===== config.mk =====
export PLATFORM = sky130hd
export DESIGN_NAME = apb_master_requester
export DESIGN_NICKNAME = d
export VERILOG_FILES = /design/src/rtl/apb_pkg.sv /design/src/rtl/apb_wait_timer.sv /design/src/rtl/apb_master_requester.sv
export SDC_FILE = /design/constraint.sdc
export NUM_CORES = 1
export LEC_CHECK = 0
export ABC_AREA = 1
export BUFFER_PORTS_ARGS = -buffer_cell sky130_fd_sc_hd__clkbuf_2
export CAP_MARGIN = 10
export CORE_AREA = 4 4 203 205
export CTS_BUF_LIST = sky130_fd_sc_hd__clkbuf_8 sky130_fd_sc_hd__clkbuf_16
export DETAILED_ROUTE_END_ITERATION = 6
export DIE_AREA = 0 0 207 209
export PLACE_DENSITY = 0.54
export SYNTH_ARGS = -nofsm -noshare
export SYNTH_HDL_FRONTEND = slang
export SYNTH_SLANG_ARGS = --single-unit

===== constraint.sdc =====
create_clock -name PCLK -period 2 [get_ports PCLK]
set_input_delay 0.1 -clock PCLK [delete_from_list [all_inputs] [get_ports PCLK]]
set_output_delay 0.1 -clock PCLK [all_outputs]
set_load 0.02 [all_outputs]

===== src/rtl/apb_pkg.sv =====
// Shared APB definitions: bus phase enum, response record and timer sizing helper.
package apb_pkg;

    // Bus phase of an APB requester/responder pair.
    typedef enum logic [1:0] {
        APB_IDLE   = 2'd0,
        APB_SETUP  = 2'd1,
        APB_ACCESS = 2'd2
    } apb_state_t;

    // Data width carried by the response record.
    localparam int APB_DATA_WIDTH = 128;

    // Response returned to the command source after each transfer.
    typedef struct packed {
        logic [APB_DATA_WIDTH-1:0] rdata;
        logic                      error;
        logic                      timeout;
    } apb_rsp_t;

    // Counter width able to hold timeout_cycles-1 with a spare bit for saturation headroom.
    function automatic int timer_width(input int cycles);
        return $clog2(cycles) + 1;
    endfunction

endpackage


===== src/rtl/apb_wait_timer.sv =====
// Saturating wait-state counter. Counts cycles while en is high, clears on clr,
// and flags expired once the count has reached limit.
module apb_wait_timer
    import apb_pkg::*;
#(
    parameter int timeout_cycles = 64,
    localparam int CNT_W = timer_width(timeout_cycles)
) (
    input  logic             PCLK,
    input  logic             PRESET,
    input  logic             clr,
    input  logic             en,
    input  logic [CNT_W-1:0] limit,
    output logic             expired
);

    logic [CNT_W-1:0] cnt_q;
    logic [CNT_W-1:0] cnt_d;

    // Next count: clear wins, otherwise increment until all-ones and stick there.
    always_comb begin
        cnt_d = cnt_q;
        if (clr) begin
            cnt_d = '0;
        end else if (en && (cnt_q != '1)) begin
            cnt_d = cnt_q + CNT_W'(1);
        end
    end

    // Count register with synchronous reset.
    always_ff @(posedge PCLK) begin
        if (PRESET) begin
            cnt_q <= '0;
        end else begin
            cnt_q <= cnt_d;
        end
    end

    assign expired = (cnt_q >= limit);

endmodule


===== src/rtl/apb_master_requester.sv =====
// APB requester: takes one command at a time from a valid/ready port, runs the
// SETUP/ACCESS sequence on the bus and returns a one-cycle response strobe.
// A wait-state timer aborts an ACCESS phase whose PREADY never arrives.
//
// Command handshake: a command transfers on any rising PCLK edge where
// cmd_valid and cmd_ready are both high; cmd_ready never depends on cmd_valid.
// The response side has no backpressure: rsp_valid is a single-cycle strobe and
// the rsp_* fields hold their value until the next strobe.
module apb_master_requester
    import apb_pkg::*;
#(
    parameter int addr_width     = 4,
    parameter int data_width     = 128,
    parameter int timeout_cycles = 64
) (
    input  logic                  PCLK,
    input  logic                  PRESET,
    // command port
    input  logic                  cmd_valid,
    output logic                  cmd_ready,
    input  logic                  cmd_write,
    input  logic [addr_width-1:0] cmd_addr,
    input  logic [data_width-1:0] cmd_wdata,
    // response port
    output logic                  rsp_valid,
    output logic [data_width-1:0] rsp_rdata,
    output logic                  rsp_error,
    output logic                  rsp_timeout,
    // APB bus
    output logic                  PSELx,
    output logic                  PENABLE,
    output logic                  PWRITE,
    output logic [addr_width-1:0] PADDR,
    output logic [data_width-1:0] PWDATA,
    input  logic                  PREADY,
    input  logic                  PSLVERR,
    input  logic [data_width-1:0] PRDATA,
    // debug
    output logic [1:0]            dbg_state_o
);

    localparam int TMR_W = timer_width(timeout_cycles);
    localparam logic [TMR_W-1:0] TMR_LIMIT = TMR_W'(timeout_cycles - 1);

    apb_state_t state_q, state_d;

    logic                  psel_q, psel_d;
    logic                  penable_q, penable_d;
    logic                  pwrite_q, pwrite_d;
    logic [addr_width-1:0] paddr_q, paddr_d;
    logic [data_width-1:0] pwdata_q, pwdata_d;
    logic                  rsp_valid_q, rsp_valid_d;
    apb_rsp_t              rsp_q, rsp_d;

    logic                  tmr_clr;
    logic                  tmr_en;
    logic                  tmr_expired;

    apb_wait_timer #(
        .timeout_cycles(timeout_cycles)
    ) u_wait_timer (
        .PCLK   (PCLK),
        .PRESET (PRESET),
        .clr    (tmr_clr),
        .en     (tmr_en),
        .limit  (TMR_LIMIT),
        .expired(tmr_expired)
    );

    // Next-state, command latch, response capture and cmd_ready decode.
    always_comb begin
        state_d     = state_q;
        pwrite_d    = pwrite_q;
        paddr_d     = paddr_q;
        pwdata_d    = pwdata_q;
        rsp_valid_d = 1'b0;
        rsp_d       = rsp_q;
        cmd_ready   = 1'b0;
        tmr_clr     = 1'b0;
        tmr_en      = 1'b0;

        case (state_q)
            APB_IDLE: begin
                cmd_ready = 1'b1;
                if (cmd_valid) begin
                    pwrite_d = cmd_write;
                    paddr_d  = cmd_addr;
                    pwdata_d = cmd_wdata;
                    tmr_clr  = 1'b1;
                    state_d  = APB_SETUP;
                end
            end

            APB_SETUP: begin
                state_d = APB_ACCESS;
            end

            APB_ACCESS: begin
                if (PREADY) begin
                    // Completion; a ready in the same cycle as expiry still counts as success.
                    cmd_ready     = 1'b1;
                    rsp_valid_d   = 1'b1;
                    rsp_d.rdata   = pwrite_q ? '0 : APB_DATA_WIDTH'(PRDATA);
                    rsp_d.error   = PSLVERR;
                    rsp_d.timeout = 1'b0;
                    if (cmd_valid) begin
                        pwrite_d = cmd_write;
                        paddr_d  = cmd_addr;
                        pwdata_d = cmd_wdata;
                        tmr_clr  = 1'b1;
                        state_d  = APB_SETUP;
                    end else begin
                        state_d = APB_IDLE;
                    end
                end else if (tmr_expired) begin
                    // Abort: the next command has to start from IDLE.
                    rsp_valid_d   = 1'b1;
                    rsp_d.rdata   = '0;
                    rsp_d.error   = 1'b1;
                    rsp_d.timeout = 1'b1;
                    state_d       = APB_IDLE;
                end else begin
                    tmr_en = 1'b1;
                end
            end

            default: begin
                state_d = APB_IDLE;
            end
        endcase

        psel_d    = (state_d != APB_IDLE);
        penable_d = (state_d == APB_ACCESS);
    end

    // State, bus outputs and response register.
    always_ff @(posedge PCLK) begin
        if (PRESET) begin
            state_q     <= APB_IDLE;
            psel_q      <= 1'b0;
            penable_q   <= 1'b0;
            pwrite_q    <= 1'b0;
            paddr_q     <= '0;
            pwdata_q    <= '0;
            rsp_valid_q <= 1'b0;
            rsp_q       <= '0;
        end else begin
            state_q     <= state_d;
            psel_q      <= psel_d;
            penable_q   <= penable_d;
            pwrite_q    <= pwrite_d;
            paddr_q     <= paddr_d;
            pwdata_q    <= pwdata_d;
            rsp_valid_q <= rsp_valid_d;
            rsp_q       <= rsp_d;
        end
    end

    assign PSELx       = psel_q;
    assign PENABLE     = penable_q;
    assign PWRITE      = pwrite_q;
    assign PADDR       = paddr_q;
    assign PWDATA      = pwdata_q;
    assign rsp_valid   = rsp_valid_q;
    assign rsp_rdata   = data_width'(rsp_q.rdata);
    assign rsp_error   = rsp_q.error;
    assign rsp_timeout = rsp_q.timeout;
    assign dbg_state_o = state_q;

endmodule


* Word-level counts from Yosys, hierarchy flattened
Cells that the tools add are included.
** Word-level totals
- Output and inout bits :: 269
- Memories kept :: 0
- RAM bits :: 0
- Bits in registers :: 275
- ROM bits :: 0
- Logic and storage cells :: 55
- Latch bits :: 0
- Input bits :: 266
** Cells by class
- Multipliers :: 0
- Bitwise operators :: 1
- Divide/modulo/power cells :: 0
- $add $sub $neg :: 1
- Reduce and logical (&&, ||, !) cells :: 9
- Multiplexer cells :: 27
- Magnitude comparators :: 1
- Equal/unequal tests :: 5
- Shift-type cells :: 0
** Operator list (count)
- 2-to-1 mux 128 bit :: 3
- 2-to-1 mux 130 bit :: 2
- one-hot mux 128 bit (2 select lines) :: 1
- 2-to-1 mux 1 bit :: 11
- 2-to-1 mux 4 bit :: 2
- one-hot mux 4 bit (2 select lines) :: 1
- adder 7 x 1 -> 7 bit (second input constant) :: 1
- >= comparator 7 x 6 -> 1 bit (second input constant) :: 1
- != test 7 bit (second input constant) :: 1
- 2-to-1 mux 2 bit :: 3
- one-hot mux 1 bit (2 select lines) :: 3
- one-hot mux 2 bit (3 select lines) :: 1
- nonzero test 2 bit :: 3
- equality test 2 bit (second input constant) :: 2
- AND reduction 2 bit :: 2
- OR reduction 2 bit :: 2
- equality test 2 x 1 -> 1 bit (second input constant) :: 1
- zero test 2 bit :: 1
- != test 2 bit (second input constant) :: 1
- logical AND 1 bit :: 1
- NOT 1 bit :: 1

* Logic depth before layout (Yosys ltp)
Gate-level depths: netlist of run 1.
- Depth after elaboration :: 5
- Depth in mapped cells :: 10
- Gate-level depth less buffers :: 8

* Hierarchy
Synthesis of run 1 repeated with hierarchy kept, for this count alone.
** Second synthesis, totals
- Cell total of the unflattened synthesis :: 2105
- Area, all modules :: 13254.0 sq um
** By module, submodules not included
- apb_master_requester :: instances 1, cells each 2015, area each 12655.9 sq um
- apb_wait_timer :: instances 1, cells each 90, area each 598.1 sq um

* Worst setup path after synthesis of run 1
Ideal clock, no wire load.
- Path kind :: register to register
- Start point :: register state_q[1], in the netlist dbg_state_o[1]
- End point :: register pwdata_q[118], in the netlist PWDATA[118]
- Library setup time :: 0.113 ns
- Cell stages (with the launch flop) :: 7
- Setup slack :: 0.506 ns
- Arrival :: 1.381 ns
- Cells stage by stage :: dfxtp_1 a21oi_2 nand2_1 buf_2 buf_2 nand3_1 nand2_1
** Between the ends
- Cells in the longest elaborated chain, start to end :: 3
- Elaborated cells on any way between the ends :: 6
- Classes of those cells :: eq/ne: 2; mux: 1; reduce/logical: 3
** RTL lines
- from (decl) :: line apb_master_requester.sv:45 : apb_state_t state_q, state_d;
- from (signal assigned) :: line apb_master_requester.sv:148 : state_q <= state_d;
- equality test 2 bit / zero test 2 bit (equally long branches) :: line apb_master_requester.sv:82 : case (state_q)
- != test 2 bit (no source line) / nonzero test 2 bit (equally long branches)
- AND reduction 2 bit (no source line)
- to (signal assigned) :: line apb_master_requester.sv:153 : pwdata_q <= pwdata_d;
- to (decl) :: line apb_master_requester.sv:51 : logic [data_width-1:0] pwdata_q, pwdata_d;
Several ways; a longest one is shown, not always the timed one.
A chain may end at the register's enable or synchronous reset.

* Worst setup path in the final report of run 1
- Start point :: register u_wait_timer.cnt_q[0]
- End point :: register rsp_q, in the netlist rsp_error
** Between the ends
- Cells in the longest elaborated chain, start to end :: 3
** RTL lines
- from (decl) :: line apb_wait_timer.sv:17 : logic [CNT_W-1:0] cnt_q;
- from (signal assigned) :: line apb_wait_timer.sv:35 : cnt_q <= cnt_d;
- >= comparator 7 x 6 -> 1 bit :: line apb_wait_timer.sv:39 : assign expired = (cnt_q >= limit);
- nonzero test 2 bit (no source line)
- AND reduction 2 bit (no source line)
- to (signal assigned) :: line apb_master_requester.sv:155 : rsp_q <= rsp_d;
- to (decl) :: line apb_master_requester.sv:53 : apb_rsp_t rsp_q, rsp_d;
No other way between the ends.

==> summary.md, run 1 <==
| Metric | Value |
|---|---|
| DR pass1 iterations | `5` |
| Layout area overhead | `73.46%` |
| Port bufs | `534` |
| DRT Wirelength | `40.81 mm` |
| H-tree depth | `1` |
| Initial DRC count | `717` |
| Register area share after synthesis | `0.5766` |
| Critical Path RT | `2.50 ns` |
| Worst-margin pin slew | `0.6655 ns` |
| Total power | `13.54 mW` |
| R2R depth | `8` |
| Area of the mapped netlist | `0.009548 mm^2` |
| Crit path capture type | `flip-flop` |
| Post-route cell area | `0.01656 mm^2` |
| Worst VDD drop | `0.5519 mV` |
| Die area | `0.04326 mm^2` |
| Worst hold slack | `0.2735 ns` |
| DPL Wire Length | `27.57 mm` |
| Clock slew at reported path FFs | `0.06 ns` |
| Routed vias/inst | `4.344` |
| Max-cap violations | `0` |
| Die Width | `207 um` |
| Syn nets | `1,478` |
| Skew-Pair Late Insertion Delay | `0.56 ns` |
| Number of global-route vias before repair | `11.14k` |
| Clock root buffer | `clkbuf_16` |
| Pre-CTS WS | `0.1508 ns` |
| Dpl cell area | `0.01276 mm^2` |
| Static Leakage | `7.924 nW` |
| Die Span Y | `209 um` |
| Yosys warnings | `0` |
| Outcome | `completed` |
| GR Overflow Total | `0` |
| Initial antenna violation count | `5` |
| Routed vias | `11.03k` |
| Share of layout cells above drive strength 1 | `0.3088` |
| CP Launch Type | `flip-flop` |
| Site Rows | `73` |
| CP Class | `reg2reg` |
| Slew Limit Headroom | `0.5563` |
| Routed length per instance | `16.08 um` |
| I/O pin count | `535` |
| TritonCTS clock tree | `yes` |
| Starting Density | `0.2420` |
| Final Max Tran Viols | `0` |
| Setup Fix Bufs, Post-CTS | `0` |
| Final ANT Viol Nets | `0` |
| Hold depth | `4` |
| Final setup violating endpoints | `0` |
| Largest net degree at the start of global routing | `130` |
| Clock Skew | `0.008594 ns` |
| Final hold vios | `0` |
| Post-route setup slack | `0.1222 ns` |
| Final Core Density | `0.4197` |
| Min cycle time layout | `1.878 ns` |
| Non-Filler Instances | `2,538` |
| Synth unique cells | `23` |
| Core ar. | `0.03946 mm^2` |
| Tcrit/Tclk final | `0.9389` |
| Critical Path AT | `2.37 ns` |
| CTS Buf Count | `30` |
| Critical Path Fanout Max | `8` |
| DRC violations left | `0` |
| RD Place Congestion | `0.8569` |
| Avg Synthesized Cell Area | `7.884 um^2` |
| Placed cells | `2,207` |
| Max Fclk | `532.5 MHz` |
| Final #Nets | `2,252` |
| Worst Hold Class | `in2reg` |
| Gr usage total | `0.1758` |
| Pwr dens | `817.7 mW/mm^2` |
| First-pass GRT wire length | `62.71 mm` |
| CTS sink cnt | `275` |
| Clock Tree Buf Depth | `3` |
| Cells after Synth | `1,211` |
| RSZ-0062 raised after global routing | `no` |
| Synth Register Bits | `275` |
| Fin Setup TNS | `0 ns` |
==> where the power goes <==
part	leakage, nW	total [mW]	switching [mW]	internal [mW]
logic	5.15	1.88	1.02	0.853
clock network	0.534	5.81	2.26	3.55
registers	2.24	5.85	0.136	5.72
total	7.92	13.5	3.42	10.1
==> logic make-up (layout without fill, tap and decap cells) <==
group	Yosys count	after routing	share of synthesized area
AOI/OAI and AO/OA	138	138	0.07312
DFF	275	275	0.5766
other	0	5	0
adders and majority gates	1	1	0.001310
and+or+nand+nor	697	697	0.2968
xor gates and xnor gates	1	1	0.0009175
buffers and inverters	99	896	0.05124
==> sequential cells by signal (all words and copies together) (netlist names), 2 cells and up <==
signal and cells:
PADDR 4, u_wait_timer.cnt_q 7, dbg_state_o 2, PWDATA 128
rsp_rdata 128
==> area by class of cell <==
cell class | instances | area (um^2)
diodes | 5 | 12.51
clock buffers | 41 | 913.4
clock inverters | 14 | 147.6
fillers | 3887 | 22900
inverters | 13 | 53.80
multi-input cells | 837 | 3580
flip-flops and latches | 275 | 5505
well taps | 525 | 656.9
repair buffers | 828 | 5693
==> Yosys cell counts (all sizes together) <==
| cell type | n | share of area |
|---|---|---|
| nand2 | 544 | 0.21 |
| dfxtp | 275 | 0.58 |
| nand3 | 138 | 0.073 |
| a21oi | 136 | 0.072 |
| buf | 46 | 0.030 |
| clkbuf | 40 | 0.016 |
| inv | 13 | 0.0051 |
| nand4 | 8 | 0.0052 |
| nor2 | 7 | 0.0038 |
| ha | 1 | 0.0013 |
| o2111ai | 1 | 0.00092 |
| o21ai | 1 | 0.00052 |
| xor2 | 1 | 0.00092 |
==> critical path, cell delays in order (launching register included) <==
cell,delay (ns)
dfxtp_1,0.41
ha_1,0.26
nand2_1,0.07
nand2_1,0.09
nand2_2,0.11
nand2_2,0.14
o2111ai_1,0.11
dlygate4sd3_1,0.59
nand2_1,0.05
==> layout by cell type (no fill, tap or decap), types with 2 or more instances in the layout <==
master and instances:
nand2_1 539, clkbuf_2 533, dfxtp_1 275, dlygate4sd3_1 271
nand3_1 137, a21oi_1 135, clkbuf_16 31, inv_1 14
buf_4 14, clkbuf_8 10, buf_12 9, nand4_1 8
diode_2 5, nor2_1 5, clkinv_2 4, nand2_2 3
clkinvlp_4 3, bufinv_16 3, nor2_4 2, inv_4 2
==> metal layers <==
layer | part of all wire | track usage | up-vias
met1 | 0.38 | 0.1938 | 5050
met3 | 0.088 | 0.06170 | 68
li1 | - | - | 5439
met5 | 0 | 0 | -
met4 | 0.038 | 0.07342 | 0
met2 | 0.49 | 0.3083 | 468
==> what timing repair did <==
action,4_1_cts,5_1_grt
endpoints found under the hold margin,264,0
endpoints found under the setup margin,0,4
hold buffers,271,0
resized for setup,0,2
==> final timing paths <==
kind / start / end / slack [ns]
max reg2reg: u_wait_timer.cnt_q[0]$_SDFFE_PP0P_ / rsp_error$_SDFFE_PP0P_ / 0.12
min reg2reg: u_wait_timer.cnt_q[6]$_SDFFE_PP0P_ / u_wait_timer.cnt_q[6]$_SDFFE_PP0P_ / 0.43
min: cmd_wdata[11] / PWDATA[11]$_SDFFE_PP0P_ / 0.27
max: u_wait_timer.cnt_q[0]$_SDFFE_PP0P_ / rsp_error$_SDFFE_PP0P_ / 0.12
(Power assumes the default switching activity.)
==> inputs of run 2 (changes only) <==
clock period = 1.9 ns   (was 2 ns; I/O delays follow)
==> summary.md, run 2 (synthesized netlist as in run 1, its figures left out) <==
| Metric | Value |
|---|---|
| Outcome | `completed` |
| Initial DRC count | `814 (+14%)` |
| CP Launch Type | `flip-flop` |
| Tcrit/Tclk final | `0.9005 (-0.03842)` |
| Slew Limit Headroom | `0.5029 (-0.05343)` |
| CTS sink cnt | `275 (unchanged)` |
| Final ANT Viol Nets | `0 (unchanged)` |
| Pre-CTS WS | `0.1138 ns (-0.03701 ns)` |
| Worst VDD drop | `0.7394 mV (+34%)` |
| Static Leakage | `7.947 nW (+0.30%)` |
| Most common cell after layout, fill and taps aside | `nand2_1` |
| Starting Density | `0.2420 (unchanged)` |
| M1 WL | `15.19 mm (-2.3%)` |
| CP Class | `reg2reg` |
| Worst-margin pin slew | `0.7457 ns (+0.08015 ns)` |
| Final hold vios | `0 (unchanged)` |
| Critical Path AT | `2.21 ns (-0.16 ns)` |
| Min cycle time layout | `1.711 ns (-0.1669 ns)` |
| Share of layout cells above drive strength 1 | `0.3146 (+0.005875)` |
| H-tree depth | `1 (unchanged)` |
| WL met3 | `3.727 mm (+4.2%)` |
| RSZ-0062 raised after global routing | `no` |
| Routed vias | `11.12k (+0.89%)` |
| Placed cells | `2,214 (+0.32%)` |
| Skew-Pair Late Insertion Delay | `0.56 ns (about the same)` |
| Largest delay contributor family on the critical path | `buffers and inverters` |
| Initial antenna violation count | `8 (+3)` |
| Number of global-route vias before repair | `11.18k (+0.40%)` |
| Worst Hold Class | `in2reg` |
| DRC violations left | `0 (unchanged)` |
| Critical Path RT | `2.40 ns (-0.10 ns)` |
| Final Max Tran Viols | `0 (unchanged)` |
| Critical Path Fanout Max | `8 (unchanged)` |
| Clock Skew | `0.01320 ns (+0.004604 ns)` |
| Port bufs | `534 (unchanged)` |
| Max Fclk | `584.5 MHz (+9.8%)` |
| CP Cell Sequence | `ha_4 > nand2_1 > nand2_1 > nand2_2 > nand2_2 > o2111ai_1 > dlygate4sd3_1 > nand2_1` |
| I/O pin count | `535 (unchanged)` |
| Die Span Y | `209 um (unchanged)` |
| Routed vias/inst | `4.365 (+0.49%)` |
| Pwr dens | `860.5 mW/mm^2 (+5.2%)` |
| Crit-path slowest cell | `dlygate4sd3_1` |
| Highest metal used | `met4` |
| Largest net degree at the start of global routing | `139 (+6.9%)` |
| Final setup violating endpoints | `0 (unchanged)` |
| Detail Route met2 WL | `19.55 mm (-2.9%)` |
| Die area | `0.04326 mm^2 (unchanged)` |
| Hold_sp | `PRESET` |
| Routed length per instance | `15.78 um (-1.9%)` |
| Layout area overhead | `73.76%` |
| First-pass GRT wire length | `62.18 mm (-0.85%)` |
| TritonCTS clock tree | `yes` |
| Most frequent CP cell | `nand2_1` |
| Buf+Inv Stages, Crit Path | `1 (unchanged)` |
| Clock slew at reported path FFs | `0.06 ns (about the same)` |
| Non-Filler Instances | `2,548 (+0.39%)` |
| Final #Nets | `2,259 (+0.31%)` |
| Clock Tree Buf Depth | `3 (unchanged)` |
| CP Launch Point | `u_wait_timer.cnt_q[0]$_SDFFE_PP0P_` |
| Crit path capture type | `flip-flop` |
| Post-route setup slack | `0.1890 ns (+0.06688 ns)` |
| Max-cap violations | `0 (unchanged)` |
| Site Rows | `73 (unchanged)` |
| CTS Buf Count | `31 (+3.3%)` |
| Die Width | `207 um (unchanged)` |
| Core ar. | `0.03946 mm^2 (unchanged)` |
| RD Place Congestion | `0.8465 (-1.2%)` |
| Gr usage total | `0.1746 (-0.001208)` |
| Fin Setup TNS | `0 ns (unchanged)` |
| DPL Wire Length | `27.74 mm (+0.61%)` |
| Clock root buffer | `clkbuf_16` |
| DRT Wirelength | `40.21 mm (-1.5%)` |
| Worst hold slack | `0.06991 ns (-0.2036 ns)` |
| Most frequent cells in the layout | `nand2_1 (539), clkbuf_2 (533), dfxtp_1 (273)` |
| Delay of the slowest critical-path stage | `0.59 ns (about the same)` |
| GR Overflow Total | `0 (unchanged)` |
| DR pass1 iterations | `5 (unchanged)` |
| Worst R2R Start | `u_wait_timer.cnt_q[0]$_SDFFE_PP0P_` |
[run 2: path summary, 6_finish.rpt]
check                                            end  slack [ns]  depth (start not counted)
setup reg to reg              rsp_error$_SDFFE_PP0P_        0.19                          8
hold reg to reg   u_wait_timer.cnt_q[6]$_SDFFE_PP0P_        0.43                          2
setup / recovery              rsp_error$_SDFFE_PP0P_        0.19                          8
hold / removal                  rsp_valid$_SDFF_PP0_        0.07                          3
[run 2: timing repair]
action,in CTS,in global routing
buffers inserted,0,3
hold buffers,267,0
resized for setup,0,4
endpoints found under the hold margin,264,0
endpoints found under the setup margin,0,35
[run 2: routing by layer]
layer  track usage  vias up
li1              -     5452
met1        0.1933     5111
met2        0.3031      472
met3       0.06155       88
met4       0.07684        0
met5             0        -
[run 2: area by class of cell]
class / instances / area (um^2)
Antenna cell: 8 / 20.02
Clock buffer: 37 / 858.3
Clock inverter: 19 / 202.7
Fill cell: 3909 / 22870
Inverter: 13 / 53.80
Multi-Input combinational cell: 837 / 3583
Sequential cell: 275 / 5508
Tap cell: 525 / 656.9
Timing Repair Buffer: 834 / 5708
[run 2: through the flow]
stage	util	total power, mW	instance area [um^2]
final	0.4205	14.28	16590
after CTS	0.4190	14.45	16530
after floorplan	-	7.020	9548
after detailed placement	0.3244	7.767	12800
after global placement	0.3244	7.762	12800
after global routing	0.4205	14.87	16590
[run 2: power breakdown]
group          internal (mW)  switching, mW  leakage (nW)
registers               6.02          0.143          2.24
logic                  0.893           1.07          5.17
clock network           3.73           2.42         0.539
[run 2: tightest hold or removal path, cell delays in order]
cell and delay, ns:
buf_4 0.13, buf_12 0.21, nor2_1 0.14
